<file path="config.mk">
export PLATFORM = sky130hd
export DESIGN_NAME = uart_rx_controller_flat
export DESIGN_NICKNAME = d
export VERILOG_FILES = /design/src/rtl/uart_rx_controller_pkg.sv /design/src/rtl/uart_rx_controller_if.sv /design/src/rtl/uart_rx_controller_fifo.sv /design/src/rtl/uart_rx_controller.sv /design/src/flat_wrapper.sv
export SDC_FILE = /design/constraint.sdc
export NUM_CORES = 1
export LEC_CHECK = 0
export CORE_MARGIN = 4
export CORE_UTILIZATION = 23
export DETAILED_ROUTE_END_ITERATION = 10
export GPL_TIMING_DRIVEN = 0
export HOLD_SLACK_MARGIN = 0.1
export SYNTH_ARGS = -nofsm -noshare
export SYNTH_HDL_FRONTEND = slang
export SYNTH_SLANG_ARGS = --single-unit
export TNS_END_PERCENT = 30
</file>
<file path="constraint.sdc">
create_clock -name clk -period 2.3 [get_ports clk]
set_input_delay 0.345 -clock clk [delete_from_list [all_inputs] [get_ports clk]]
set_output_delay 0.345 -clock clk [all_outputs]
set_load 0.01 [all_outputs]
</file>
<file path="src/rtl/uart_rx_controller_pkg.sv">
// Shared types and build-time constants for the UART receive controller.
// The tick divisor is derived from the system clock, baud and oversample rates.
package uart_rx_controller_pkg;

    localparam int CLOCK_RATE         = 50_000_000;
    localparam int BAUD_RATE          = 115_200;
    localparam int OVERSAMPLE_RATE    = 16;
    localparam int UART_RX_DIVISOR    = CLOCK_RATE / (BAUD_RATE * OVERSAMPLE_RATE);
    localparam int UART_RX_FIFO_DEPTH = 8;

    typedef enum logic [1:0] {
        DISABLED  = 2'd0,
        LISTEN    = 2'd1,
        RECEIVE   = 2'd2,
        STOPPING  = 2'd3
    } rx_ctrl_state_t;

    function automatic logic [7:0] sat_inc8(input logic [7:0] value);
        return (value == 8'hFF) ? 8'hFF : value + 8'd1;
    endfunction

endpackage

</file>
<file path="src/rtl/uart_rx_controller_if.sv">
// Bundle of receiver-side, consumer-side and status signals of the controller.
// master = the controller, slave = the surrounding receiver/host environment.
interface uart_rx_controller_if
    import uart_rx_controller_pkg::*;
#(
    parameter int FIFO_DEPTH = UART_RX_FIFO_DEPTH
);
    localparam int CNT_W = $clog2(FIFO_DEPTH + 1);

    logic             enable;
    logic             clear;
    logic             rx_enabled;
    logic             s_tick;
    logic             rx_busy;
    logic             rx_done;
    logic             rx_err;
    logic [7:0]       rx_data;
    logic             m_valid;
    logic             m_ready;
    logic [7:0]       m_data;
    logic [CNT_W-1:0] fifo_count;
    logic             overflow;
    logic [7:0]       err_count;

    modport master (
        input  enable, clear, rx_busy, rx_done, rx_err, rx_data, m_ready,
        output rx_enabled, s_tick, m_valid, m_data, fifo_count, overflow, err_count
    );

    modport slave (
        output enable, clear, rx_busy, rx_done, rx_err, rx_data, m_ready,
        input  rx_enabled, s_tick, m_valid, m_data, fifo_count, overflow, err_count
    );

endinterface

</file>
<file path="src/rtl/uart_rx_controller_fifo.sv">
// First-word-fall-through FIFO: the head entry is visible on dout while not empty.
// Storage is not reset; dout is forced to zero when empty so it reads 0 out of reset.
module uart_rx_fifo
    import uart_rx_controller_pkg::*;
#(
    parameter int DEPTH = UART_RX_FIFO_DEPTH,
    parameter int WIDTH = 8,
    localparam int PTR_W = $clog2(DEPTH),
    localparam int CNT_W = $clog2(DEPTH + 1)
) (
    input  logic             clk,
    input  logic             rstN,
    input  logic             push,
    input  logic             pop,
    input  logic [WIDTH-1:0] din,
    output logic [WIDTH-1:0] dout,
    output logic [CNT_W-1:0] count,
    output logic             full,
    output logic             empty
);
    logic [WIDTH-1:0] mem [DEPTH];
    logic [PTR_W-1:0] wr_ptr;
    logic [PTR_W-1:0] rd_ptr;
    logic             do_push;
    logic             do_pop;

    assign full    = (count == CNT_W'(DEPTH));
    assign empty   = (count == '0);
    assign do_pop  = pop && !empty;
    // A pop frees the slot in the same cycle, so a full FIFO still accepts a push.
    assign do_push = push && (!full || do_pop);
    assign dout    = empty ? '0 : mem[rd_ptr];

    always_ff @(posedge clk or negedge rstN) begin
        if (!rstN) begin
            wr_ptr <= '0;
            rd_ptr <= '0;
            count  <= '0;
        end else begin
            if (do_push) wr_ptr <= wr_ptr + 1'b1;
            if (do_pop)  rd_ptr <= rd_ptr + 1'b1;
            case ({do_push, do_pop})
                2'b10:   count <= count + 1'b1;
                2'b01:   count <= count - 1'b1;
                default: count <= count;
            endcase
        end
    end

    always_ff @(posedge clk) begin
        if (do_push) mem[wr_ptr] <= din;
    end

endmodule

</file>
<file path="src/rtl/uart_rx_controller.sv">
// UART receive sequencer: gates the receiver, generates the oversampling tick,
// buffers completed bytes in a FWFT FIFO and tracks framing errors / overflow.
module uart_rx_controller
    import uart_rx_controller_pkg::*;
#(
    parameter int FIFO_DEPTH = UART_RX_FIFO_DEPTH,
    parameter int DIVISOR    = UART_RX_DIVISOR
) (
    input logic                 clk,
    input logic                 rstN,
    uart_rx_controller_if.master bus
);
    localparam int DIV_W = $clog2(DIVISOR);
    localparam int CNT_W = $clog2(FIFO_DEPTH + 1);

    rx_ctrl_state_t   state;
    rx_ctrl_state_t   state_next;
    logic [DIV_W-1:0] tick_cnt;
    logic             fifo_full;
    logic             fifo_empty;
    logic             pop;
    logic             good_byte;
    logic [CNT_W-1:0] count;

    always_ff @(posedge clk or negedge rstN) begin
        if (!rstN) state <= DISABLED;
        else       state <= state_next;
    end

    always_comb begin
        state_next = state;
        case (state)
            DISABLED: if (bus.enable) state_next = LISTEN;
            LISTEN: begin
                if (!bus.enable)      state_next = DISABLED;
                else if (bus.rx_busy) state_next = RECEIVE;
            end
            RECEIVE: begin
                if (bus.rx_done)      state_next = bus.enable ? LISTEN : DISABLED;
                else if (!bus.enable) state_next = STOPPING;
            end
            STOPPING: begin
                // Finishing the frame wins over a re-enable in the same cycle.
                if (bus.rx_done || !bus.rx_busy) state_next = DISABLED;
                else if (bus.enable)             state_next = RECEIVE;
            end
            default: state_next = DISABLED;
        endcase
    end

    always_comb begin
        bus.rx_enabled = (state != DISABLED);
        bus.s_tick     = bus.rx_enabled && (tick_cnt == DIV_W'(DIVISOR - 1));
    end

    always_ff @(posedge clk or negedge rstN) begin
        if (!rstN)                               tick_cnt <= '0;
        else if (!bus.rx_enabled)                tick_cnt <= '0;
        else if (tick_cnt == DIV_W'(DIVISOR - 1)) tick_cnt <= '0;
        else                                     tick_cnt <= tick_cnt + 1'b1;
    end

    assign good_byte = bus.rx_done && !bus.rx_err;
    assign pop       = bus.m_valid && bus.m_ready;

    uart_rx_fifo #(
        .DEPTH (FIFO_DEPTH),
        .WIDTH (8)
    ) u_fifo (
        .clk   (clk),
        .rstN  (rstN),
        .push  (good_byte),
        .pop   (pop),
        .din   (bus.rx_data),
        .dout  (bus.m_data),
        .count (count),
        .full  (fifo_full),
        .empty (fifo_empty)
    );

    assign bus.fifo_count = count;
    assign bus.m_valid    = !fifo_empty;

    always_ff @(posedge clk or negedge rstN) begin
        if (!rstN) begin
            bus.overflow  <= 1'b0;
            bus.err_count <= 8'd0;
        end else if (bus.clear) begin
            bus.overflow  <= 1'b0;
            bus.err_count <= 8'd0;
        end else begin
            if (good_byte && fifo_full && !pop)  bus.overflow  <= 1'b1;
            if (bus.rx_done && bus.rx_err)       bus.err_count <= sat_inc8(bus.err_count);
        end
    end

endmodule

</file>
<file path="src/flat_wrapper.sv">
// flat-port wrapper written by rule: the top's interface ports become plain ports
module uart_rx_controller_flat import uart_rx_controller_pkg::*;
#(
    parameter int FIFO_DEPTH = UART_RX_FIFO_DEPTH,
    parameter int DIVISOR    = UART_RX_DIVISOR
)
  (clk, rstN, bus_enable, bus_clear, bus_rx_busy, bus_rx_done, bus_rx_err, bus_rx_data, bus_m_ready, bus_rx_enabled, bus_s_tick, bus_m_valid, bus_m_data, bus_fifo_count, bus_overflow, bus_err_count);
  uart_rx_controller_if #(.FIFO_DEPTH(FIFO_DEPTH)) bus_i ();
  input logic clk;
  input logic rstN;
  input wire logic [$bits(bus_i.enable)-1:0] bus_enable;
  input wire logic [$bits(bus_i.clear)-1:0] bus_clear;
  input wire logic [$bits(bus_i.rx_busy)-1:0] bus_rx_busy;
  input wire logic [$bits(bus_i.rx_done)-1:0] bus_rx_done;
  input wire logic [$bits(bus_i.rx_err)-1:0] bus_rx_err;
  input wire logic [$bits(bus_i.rx_data)-1:0] bus_rx_data;
  input wire logic [$bits(bus_i.m_ready)-1:0] bus_m_ready;
  output wire logic [$bits(bus_i.rx_enabled)-1:0] bus_rx_enabled;
  output wire logic [$bits(bus_i.s_tick)-1:0] bus_s_tick;
  output wire logic [$bits(bus_i.m_valid)-1:0] bus_m_valid;
  output wire logic [$bits(bus_i.m_data)-1:0] bus_m_data;
  output wire logic [$bits(bus_i.fifo_count)-1:0] bus_fifo_count;
  output wire logic [$bits(bus_i.overflow)-1:0] bus_overflow;
  output wire logic [$bits(bus_i.err_count)-1:0] bus_err_count;
  assign bus_i.enable = bus_enable;
  assign bus_i.clear = bus_clear;
  assign bus_i.rx_busy = bus_rx_busy;
  assign bus_i.rx_done = bus_rx_done;
  assign bus_i.rx_err = bus_rx_err;
  assign bus_i.rx_data = bus_rx_data;
  assign bus_i.m_ready = bus_m_ready;
  assign bus_rx_enabled = bus_i.rx_enabled;
  assign bus_s_tick = bus_i.s_tick;
  assign bus_m_valid = bus_i.m_valid;
  assign bus_m_data = bus_i.m_data;
  assign bus_fifo_count = bus_i.fifo_count;
  assign bus_overflow = bus_i.overflow;
  assign bus_err_count = bus_i.err_count;
  uart_rx_controller #(.FIFO_DEPTH(FIFO_DEPTH), .DIVISOR(DIVISOR)) u_core (.clk(clk), .rstN(rstN), .bus(bus_i));
endmodule
</file>
==> out/summary.txt <==
STATUS
--------------------------------------------------------------------------------
Outcome ........................................................... complete, but fails checks
Failing checks .................................................... negative setup slack

POWER AND IR DROP
--------------------------------------------------------------------------------
Total net switching power .........................................    0.00172 W
Combinational share of power ......................................        35.8%
Power share of the clock group ....................................        25.8%
Power density over the cells ...................................... 1090 mW/mm^2
Sequential Power Share ............................................        38.4%
Tot Pwr ...........................................................    0.00545 W
Peak supply drop ..................................................     0.432 mV
Power Internal ....................................................    0.00373 W
Static Leakage ....................................................      1.77 nW
Switching power share of the total ................................        31.5%

STA
--------------------------------------------------------------------------------
Number of slew-limit violations in the final report ...............            0
Clock skew after layout ...........................................   0.00537 ns
RSZ-0062 raised after global routing ..............................          yes
Number of endpoints with negative hold slack in the final report ..            0
Shortest period the worst path allows .............................      2.35 ns
Max Clk Rate ......................................................    0.425 GHz
Tcrit/Tclk final ..................................................         102%
Setup total negative slack ........................................    -0.134 ns
Tightest slew margin relative to the limit ........................        37.4%
Setup violations, final ...........................................            9
Setup ws final ....................................................   -0.0537 ns
Slew at the pin closest to its max-slew limit .....................     0.935 ns

SYNTH
--------------------------------------------------------------------------------
Sequential share of the synthesized area ..........................        65.7%
Distinct cell type count after synthesis ..........................           45
Share of synthesized registers carrying an async set or reset .....        28.9%
Number of enable-type register cells in the synthesized netlist ...           64
Syn Std Cell Area ................................................. 0.00392 sq mm
Number of warnings issued by yosys ................................            0
Post-synth net total ..............................................          279
Syn avg cell area .................................................   15.2 sq um
Cell count after synthesis ........................................          257
Most used DFF post-synth .......................................... sky130_fd_sc_hd__edfxtp_1
Post-synthesis sequential element count ...........................           90

ROUTING
--------------------------------------------------------------------------------
Routed via count ..................................................         2277
WL final ..........................................................      7750 um
Drt first-iter violations .........................................          139
Total DRC errors in the routed layout .............................            0
Average routed wire per standard cell .............................      14.3 um
Iteration count of the initial detailed-routing pass ..............            4
Routed Antenna Nets ...............................................            0
Via-per-instance ratio ............................................         4.19

CRITICAL PATH
--------------------------------------------------------------------------------
Worst Setup Start Kind ............................................         flop
Slack of the worst reg-to-reg path ................................     -0.02 ns
Type of element capturing the critical path ....................... primary output
Data required time at the worst endpoint ..........................      1.96 ns
Depth of the most critical reg-to-reg path ........................            5
Critical path arrival .............................................      2.01 ns
Crit Reg-Reg Startpoint ........................................... u_core.u_fifo.count[2]$_DFFE_PN0P_
Crit Path Max Fanout ..............................................            6
Critical path start-end classification ............................      reg2out
End of the worst register-to-register path ........................ u_core.u_fifo.mem[7][2]$_DFFE_PP_

PLACED DESIGN
--------------------------------------------------------------------------------
Final Wtd Congestion ..............................................        0.745
Post-DP HPWL ......................................................      5000 um
Instance area at placement ........................................ 0.00456 sq mm
Port Buffer Count .................................................           36
Placed Instances ..................................................          513

FLOORPLAN
--------------------------------------------------------------------------------
Die outline width .................................................       138 um
Starting density of the core ......................................        23.5%
Area of the die ................................................... 0.0192 sq mm
Number of placement rows ..........................................           47
Standard cell core area ........................................... 0.0166 sq mm
I/O pin cnt .......................................................           40
Die Y .............................................................       138 um

FINAL LAYOUT
--------------------------------------------------------------------------------
Syn-to-layout area delta ..........................................        27.3%
Fraction of final layout cells with drive strength greater than 1 .        25.4%
Layout filler cell count ..........................................         1656
Non-Filler Instances ..............................................          543
Nets@finish .......................................................          340
Footprint of the flip-flops and latches ........................... 0.00257 sq mm
Fin area .......................................................... 0.00498 sq mm
Ant diodes ........................................................            0
Area of the multi-input gates ..................................... 0.00126 sq mm

MIN PATH
--------------------------------------------------------------------------------
Worst hold path startpoint ........................................   bus_rx_err
Hold Path End ..................................................... u_core.bus.err_count[1]$_DFFE_PN0P_
Worst hold stages .................................................            2
Type of the most critical hold path ...............................       in2reg

CLOCKING
--------------------------------------------------------------------------------
H-Tree Level Count ................................................            3
Clock sink count ..................................................           90
Number of buffers added by the clock tree synthesis step ..........            9
Clock latency reported for the late side of the worst-skew pair ...      0.34 ns
Master cell of the clock root buffer .............................. sky130_fd_sc_hd__clkbuf_16
CTS tree ..........................................................        built
Clock slew at reported path FFs ...................................      0.07 ns
Maximum clock path buffer count ...................................            2

GLOBAL ROUTING
--------------------------------------------------------------------------------
Overall overflow remaining after global route .....................            0
Global-route wire length before repair ............................     12400 um
Antenna violations before repair ..................................            0
Total routing usage reported by global routing ....................        8.37%
Largest net degree at the start of global routing .................           27
Number of global-route vias before repair .........................         2272

FLOW RUN
--------------------------------------------------------------------------------
Total of max-cap violations .......................................            0

==> sequential cells by signal (all words and copies together) (netlist names) <==
register              count
u_core.u_fifo.rd_ptr      3
u_core.state              2
u_core.u_fifo.count       4
u_core.tick_cnt           5
u_core.u_fifo.mem        64
u_core.bus.overflow       1
u_core.u_fifo.wr_ptr      3
u_core.bus.err_count      8
==> metrics by stage <==
step                      hold WS (ns)  setup WS (ns)  utilization, %
after global routing             0.333         -0.169            30.0
after detailed placement         0.483         -0.737            27.4
after CTS                        0.297         -0.106            29.8
after floorplan                 0.0494         0.0748               -
after global placement           0.468         -0.746            27.4
final                            0.313        -0.0537            30.0
==> cells in the final DEF, fill, tap and decap left out, types with 5 or more instances in the layout <==
cell	Yosys	routed
sky130_fd_sc_hd__a21oi_1	7	7
sky130_fd_sc_hd__buf_2	3	10
sky130_fd_sc_hd__buf_4	4	13
sky130_fd_sc_hd__buf_6	2	5
sky130_fd_sc_hd__clkbuf_16	0	9
sky130_fd_sc_hd__clkdlybuf4s50_1	0	26
sky130_fd_sc_hd__dfrtp_1	26	25
sky130_fd_sc_hd__edfxtp_1	64	64
sky130_fd_sc_hd__ha_1	6	6
sky130_fd_sc_hd__mux2i_1	10	10
sky130_fd_sc_hd__mux4_2	16	16
sky130_fd_sc_hd__nand2_1	12	12
sky130_fd_sc_hd__nand2b_1	5	5
sky130_fd_sc_hd__nand3_1	7	7
sky130_fd_sc_hd__nor2_1	32	28
sky130_fd_sc_hd__nor3_1	10	8
sky130_fd_sc_hd__xnor2_1	6	6
==> critical path, cell delays in order (launching register included) <==
cell and delay (ns):
sky130_fd_sc_hd__dfrtp_1 0.39, sky130_fd_sc_hd__buf_8 0.16, sky130_fd_sc_hd__buf_12 0.11, sky130_fd_sc_hd__buf_8 0.11
sky130_fd_sc_hd__buf_6 0.09, sky130_fd_sc_hd__mux4_2 0.48, sky130_fd_sc_hd__mux2i_1 0.14, sky130_fd_sc_hd__nor2_1 0.05
sky130_fd_sc_hd__buf_2 0.13
==> Yosys cell counts, types with 3 or more instances <==
cell	n	area share, %
sky130_fd_sc_hd__buf_2	3	0.38
sky130_fd_sc_hd__edfxtp_1	64	49
sky130_fd_sc_hd__nor2_1	32	3.1
sky130_fd_sc_hd__nand2_1	12	1.2
sky130_fd_sc_hd__o21ai_0	3	0.38
sky130_fd_sc_hd__ha_1	6	1.9
sky130_fd_sc_hd__mux2i_1	10	2.6
sky130_fd_sc_hd__nor3_1	10	1.3
sky130_fd_sc_hd__dfrtp_1	26	17
sky130_fd_sc_hd__xnor2_1	6	1.3
sky130_fd_sc_hd__inv_1	3	0.29
sky130_fd_sc_hd__a21oi_1	7	0.89
sky130_fd_sc_hd__nor2b_1	4	0.64
sky130_fd_sc_hd__nand3_1	7	0.89
sky130_fd_sc_hd__buf_4	4	0.77
sky130_fd_sc_hd__mux4_2	16	9.2
sky130_fd_sc_hd__nand2b_1	5	0.80
sky130_fd_sc_hd__xor2_1	3	0.67
==> layout make-up <==
| type | count | share of cell area [%] |
|---|---|---|
| Buffer | 12 | 2.06 |
| Clock buffer | 9 | 4.52 |
| Clock inverter | 7 | 1.13 |
| Inverter | 4 | 0.351 |
| Multi-Input combinational cell | 150 | 25.3 |
| Sequential cell | 90 | 51.6 |
| Tap cell | 220 | 5.52 |
| Timing Repair Buffer | 51 | 9.46 |
==> cells by family after synthesis <==
logic type | synth area share (%)
AOI/OAI and AO/OA | 4.03
xor gates and xnor gates | 2.01
adders and majority gates | 1.92
buffers and inverters | 2.59
DFF | 65.7
muxes | 12.6
and+or+nand+nor | 11.2
==> worst max-delay path by stage <==
stage	slack (ns)	startpoint	endpoint	depth (start not counted)
2_1_floorplan	0.07	u_core.u_fifo.count[0]$_DFFE_PN0P_	u_core.u_fifo.count[1]$_DFFE_PN0P_	7
3_3_place_gp	-0.75	bus_rx_done	u_core.u_fifo.mem[1][7]$_DFFE_PP_	5
3_5_place_dp	-0.74	bus_rx_done	u_core.u_fifo.mem[0][7]$_DFFE_PP_	5
4_1_cts	-0.11	u_core.u_fifo.rd_ptr[1]$_DFFE_PN0P_	bus_m_data[7]	8
5_1_grt	-0.17	u_core.u_fifo.count[2]$_DFFE_PN0P_	u_core.u_fifo.mem[3][6]$_DFFE_PP_	5
6_report	-0.05	u_core.u_fifo.rd_ptr[1]$_DFFE_PN0P_	bus_m_data[7]	8
==> metal layers <==
| metal | wire (um) | vias up | GRT usage, % |
|---|---|---|---|
| met1 | 3630 | 1114 | 10.8 |
| li1 | - | 1102 | - |
| met2 | 3640 | 50 | 13.2 |
| met5 | 0 | - | 0 |
| met3 | 364 | 11 | 3.00 |
| met4 | 106 | 0 | 2.65 |
==> power by group through the flow <==
stage          combinational (W)  clock [W]  sequential, W
2_1_floorplan            0.00117          0        0.00207
5_1_grt                  0.00213    0.00151        0.00212
4_1_cts                  0.00198    0.00145        0.00210
6_report                 0.00195    0.00140        0.00209
3_3_place_gp             0.00182          0        0.00208
3_5_place_dp             0.00184          0        0.00209
==> repair_timing <==
action	CTS	global route
hold buffers	0	1
setup buffers	10	3
hold endpoints to repair	0	26
resized for setup	46	6
gates cloned	1	0
endpoints found under the setup margin	24	65
pin swaps	3	3
(Power assumes the default switching activity.)
